===== src/rtl/mshr_line_buffer.sv =====
`default_nettype none
// ============================================================================
// Module      : mshr_line_buffer
// Description : Refill line buffer for the MSHR file. One line per MSHR with
//               per-beat valid mask, line-full flags, per-entry beat counts,
//               per-entry clear and a registered read response.
// Option      : MSHR_LB_BYPASS_EN forwards a same-cycle matching write to a read.
// Revision    : 1.0 - initial release
// ============================================================================
module mshr_line_buffer #(
    parameter int N_MSHRS   = 4,
    parameter int BEATS     = 4,
    parameter int DATA_BITS = 64,
    parameter int ID_W      = (N_MSHRS > 1) ? $clog2(N_MSHRS) : 1,
    parameter int OFF_W     = $clog2(BEATS)
) (
    input  logic                         clock,
    input  logic                         reset,
    input  logic                         wr_valid,
    input  logic [ID_W-1:0]              wr_id,
    input  logic [OFF_W-1:0]             wr_offset,
    input  logic [DATA_BITS-1:0]         wr_data,
    input  logic                         rd_valid,
    input  logic [ID_W-1:0]              rd_id,
    input  logic [OFF_W-1:0]             rd_offset,
    output logic                         rd_resp_valid,
    output logic [DATA_BITS-1:0]         rd_resp_data,
    output logic                         rd_resp_hit,
    input  logic                         clr_valid,
    input  logic [ID_W-1:0]              clr_id,
    output logic [N_MSHRS-1:0]           line_full,
    output logic [N_MSHRS*(OFF_W+1)-1:0] beat_count
);

    localparam int C_CNT_W = OFF_W + 1;

    logic [DATA_BITS-1:0] r_data [N_MSHRS][BEATS];
    logic [BEATS-1:0]     r_mask [N_MSHRS];
    logic [BEATS-1:0]     w_mask_nxt [N_MSHRS];

    logic                 w_wr_in_range;
    logic                 w_rd_in_range;
    logic [DATA_BITS-1:0] w_rd_data;
    logic                 w_rd_hit;

    function automatic logic [C_CNT_W-1:0] popcount(input logic [BEATS-1:0] m);
        logic [C_CNT_W-1:0] cnt;
        cnt = '0;
        for (int b = 0; b < BEATS; b++) begin
            cnt = cnt + C_CNT_W'(m[b]);
        end
        return cnt;
    endfunction

    assign w_wr_in_range = (int'(wr_id) < N_MSHRS);
    assign w_rd_in_range = (int'(rd_id) < N_MSHRS);

    // Clear is applied before a same-cycle write to the same entry.
    always_comb begin
        for (int i = 0; i < N_MSHRS; i++) begin
            w_mask_nxt[i] = r_mask[i];
            if (clr_valid && (clr_id == ID_W'(i))) begin
                w_mask_nxt[i] = '0;
            end
            if (wr_valid && (wr_id == ID_W'(i))) begin
                w_mask_nxt[i][wr_offset] = 1'b1;
            end
        end
    end

    always_ff @(posedge clock) begin
        if (reset) begin
            line_full  <= '0;
            beat_count <= '0;
            for (int i = 0; i < N_MSHRS; i++) begin
                r_mask[i] <= '0;
            end
        end else begin
            for (int i = 0; i < N_MSHRS; i++) begin
                r_mask[i]                        <= w_mask_nxt[i];
                line_full[i]                     <= &w_mask_nxt[i];
                beat_count[i*C_CNT_W +: C_CNT_W] <= popcount(w_mask_nxt[i]);
            end
        end
    end

    // Data storage has no reset; reset only suppresses the write.
    always_ff @(posedge clock) begin
        if (!reset && wr_valid && w_wr_in_range) begin
            r_data[wr_id][wr_offset] <= wr_data;
        end
    end

    always_comb begin
        w_rd_data = '0;
        w_rd_hit  = 1'b0;
        if (w_rd_in_range) begin
            w_rd_data = r_data[rd_id][rd_offset];
            w_rd_hit  = r_mask[rd_id][rd_offset];
        end
`ifdef MSHR_LB_BYPASS_EN
        if (w_rd_in_range && wr_valid && (wr_id == rd_id) && (wr_offset == rd_offset)) begin
            w_rd_data = wr_data;
            w_rd_hit  = 1'b1;
        end
`else
`endif
    end

    always_ff @(posedge clock) begin
        if (reset) begin
            rd_resp_valid <= 1'b0;
            rd_resp_hit   <= 1'b0;
            rd_resp_data  <= '0;
        end else begin
            rd_resp_valid <= rd_valid;
            if (rd_valid) begin
                rd_resp_data <= w_rd_data;
                rd_resp_hit  <= w_rd_hit;
            end else begin
                rd_resp_hit  <= 1'b0;
            end
        end
    end

endmodule
`default_nettype wire


===== config.mk =====
export PLATFORM = sky130hd
export DESIGN_NAME = mshr_line_buffer
export DESIGN_NICKNAME = d
export VERILOG_FILES = /design/src/rtl/mshr_line_buffer.sv
export SDC_FILE = /design/constraint.sdc
export NUM_CORES = 1
export LEC_CHECK = 0
export ABC_CLOCK_PERIOD_IN_PS = 8000
export CORE_UTILIZATION = 68
export CTS_BUF_LIST = sky130_fd_sc_hd__clkbuf_4 sky130_fd_sc_hd__clkbuf_8
export CTS_CLUSTER_DIAMETER = 200
export DETAILED_ROUTE_END_ITERATION = 8
export PLACE_DENSITY = 0.88
export SLEW_MARGIN = 20
export SYNTH_ARGS = -nofsm -noshare
export SYNTH_HDL_FRONTEND = slang
export SYNTH_SLANG_ARGS = --single-unit

===== constraint.sdc =====
create_clock -name clock -period 8 [get_ports clock]
set_input_delay 1.2 -clock clock [delete_from_list [all_inputs] [get_ports clock]]
set_output_delay 1.2 -clock clock [all_outputs]
set_load 0.05 [all_outputs]

==> results.md <==
* Synth cell types at 30
* Final Hold Fails at 0
* Die area at 63800 sq um
* Initial DRC count at 2622
* Required time worst endpoint at 8.41 ns
* Chip height at 253 microns
* Final TNS setup at 0 ns
* Core box area at 61800 sq um
* DP Wirelength at 48900 microns
* Worst-skew pair later-pin latency at 0.82 ns
* Largest net degree at the start of global routing at 109
* Final period util at 0.469
* CP peak stage delay at 0.82 ns
* Nets at 2850
* Max Cap Violations at 0
* Status: finished, final reports clean
* Initial antenna violation count at 3
* Cell chain of the critical path: clkdlybuf4s50_1 -> nor2b_1 -> nand2b_1 -> nor2_4 -> buf_4
* CTS tree: built
* Layout cells sized above 1 at 0.119
* Input/output buffers at 160
* IO Pins at 161
* Comb pwr share at 0.060
* Final RePlAce weighted congestion at 0.830
* Remaining routing DRC violations at 0
* Int Pwr at 9.25 mW
* Placed insts at 3423
* Syn. warnings at 0
* Setup ws final at 4.25 ns
* Clock sinks at 1122
* CP Capture Type: flop
* Total power at 11.9 mW
* # H-tree levels at 4
* Initial Utilization at 0.690
* Max-slew violation count at 0
* GRT Overall Usage at 0.304
* Crit path arrival time at 4.16 ns
* Largest cells by area after synthesis: edfxtp_1, mux2i_1, dfxtp_1, nand3_1, a22oi_1
* WL final at 95700 microns
* Number of synthesized flops with an enable pin at 1024
* Min cycle time layout at 3.75 ns
* Post-DRT Antenna Nets at 0
* Pwr Density at 244 nW/um^2
* Seq cells post-synth at 1122
* Sequential share of the synthesized area at 0.766
* Most frequent cells in the layout: edfxtp_1, mux2i_1, nand2_1
* Syn_area_per_cell at 16.9 sq um
* Mapped Nets at 2626
* Post-CTS Hold Buffers at 0
* Switching share of power at 0.220
* Critical Path Fanout Max at 42
* Via count at 23945
* Clock share of power at 0.389
* CTS buffer count at 164
* Vias in the first global route at 24697
* # rows at 91
* Layout area overhead at 13.9%
* Most common library cell in the layout ignoring fill and taps: edfxtp_1
* Post-synth top area share at 0.720
* # resized after CTS at 0
* Synth Cell Area at 42700 sq um
* Chip width at 253 microns
* Postcts setup bufs at 0
* Longest Clk Path Bufs at 3
* FMAX at 267 MHz
* Pre-CTS WS at 3.48 ns
* First drt pass iteration count at 6
* Skew final at 0.0319 ns
* Crit-path slowest cell: nor2_4
* # setup viols final at 0
* DR vias/cell at 6.41
* Cells after synthesis at 2531
* Clk root buf: clkbuf_8
* Post-synth top flop: edfxtp_1
* NetSw at 2.61 mW
* Clk slew on worst S/H paths at 0.06 ns
* GRT overflow at 0
* Peak supply drop at 194 uV
* Avg WL per Cell at 25.6 microns
* First-pass GRT wire length at 143000 microns
* Yosys top cell by area: edfxtp_1
* Startpoint class of the critical path: input port
* Unrepaired setup endpoints after global routing: no
* Crit path kind: in -> reg
* Sequential power share at 0.551
* Lkg Pwr at 17.3 nW
* Rel. slew slack at 0.255
* Least-Margin Pin Slew at 1.12 ns
* HP Class: reg -> reg
* Asr flop ratio synth at 0
* Final cell count without fillers at 3733
==> critical path, delay by kind of cell <==
family / cells / cell delay [ns]
buffers and inverters: 2 / 1.38
and+or+nand+nor: 3 / 1.49
==> cells in the mapped netlist (3+ instances only) <==
library cell  instances
nand3b_1              5
a22oi_1             128
nor2_1               19
a22o_1               12
nand2_1             198
buf_1                 7
nor2b_1              29
clkbuf_1             65
dfxtp_1              98
or3b_2                3
a21oi_1             130
mux4_1                4
nand3_1             196
edfxtp_1           1024
mux2i_1             512
ha_1                 12
fa_1                  4
buf_2                65
and3_1                5
==> per-stage QoR <==
step	util	cell area (sq um)	hold WS [ns]
5_1_grt	0.786	48600	0.480
4_1_cts	0.785	48500	0.464
3_3_place_gp	0.730	45100	0.441
3_5_place_dp	0.731	45200	0.450
2_1_floorplan	-	42700	0.466
6_report	0.786	48600	0.467
==> cell type report <==
cell class                      instances  area, sq um
Clock buffer                          264         3100
Tap cell                              837         1050
Clock inverter                         42          264
Timing Repair Buffer                  196         1970
Antenna cell                            1         2.50
Sequential cell                      1122        32700
Multi-Input combinational cell       1271         9510
Fill cell                            3020        13200
==> logic make-up after synthesis <==
group           count (synthesis)  share of synthesized area
mux                           517                      0.123
simple gates                  466                     0.0504
flops                        1122                      0.766
compound gates                272                     0.0405
fa+ha+maj                      16                    0.00539
buf+inv                       138                     0.0142
==> sequential cells by signal, summed over array words and instances (netlist names) <==
signal	flops
r_mask	16
r_data	1024
line_full	4
rd_resp_valid	1
rd_resp_hit	1
rd_resp_data	64
beat_count	12
==> final timing paths <==
kind                                     start                            to  slack [ns]  cells after the start
hold reg to reg   rd_resp_data[8]$_SDFFE_PP0P_  rd_resp_data[8]$_SDFFE_PP0P_        0.47                      2
setup reg to reg       r_mask[1][3]$_SDFF_PP0_      beat_count[4]$_SDFF_PP0_        6.12                      6
hold / removal    rd_resp_data[8]$_SDFFE_PP0P_  rd_resp_data[8]$_SDFFE_PP0P_        0.47                      2
setup / recovery                  wr_offset[0]      r_data[3][167]$_DFFE_PP_        4.25                      5
==> per-layer routing <==
layer	wire length (microns)	track usage	up-vias
met5	24	0	-
met4	3070	0.142	4
met3	8400	0.0586	218
met2	48900	0.518	1441
met1	35300	0.379	11989
li1	-	-	10293
==> power by group through the flow <==
stage	clock network [mW]	registers (mW)	logic (mW)
2_1_floorplan	0	6.75	0.309
3_3_place_gp	0	6.65	0.668
3_5_place_dp	0	6.66	0.694
4_1_cts	4.64	6.54	0.701
5_1_grt	4.89	6.54	0.744
6_report	4.61	6.54	0.707
Power figures use the tool's default switching activity.
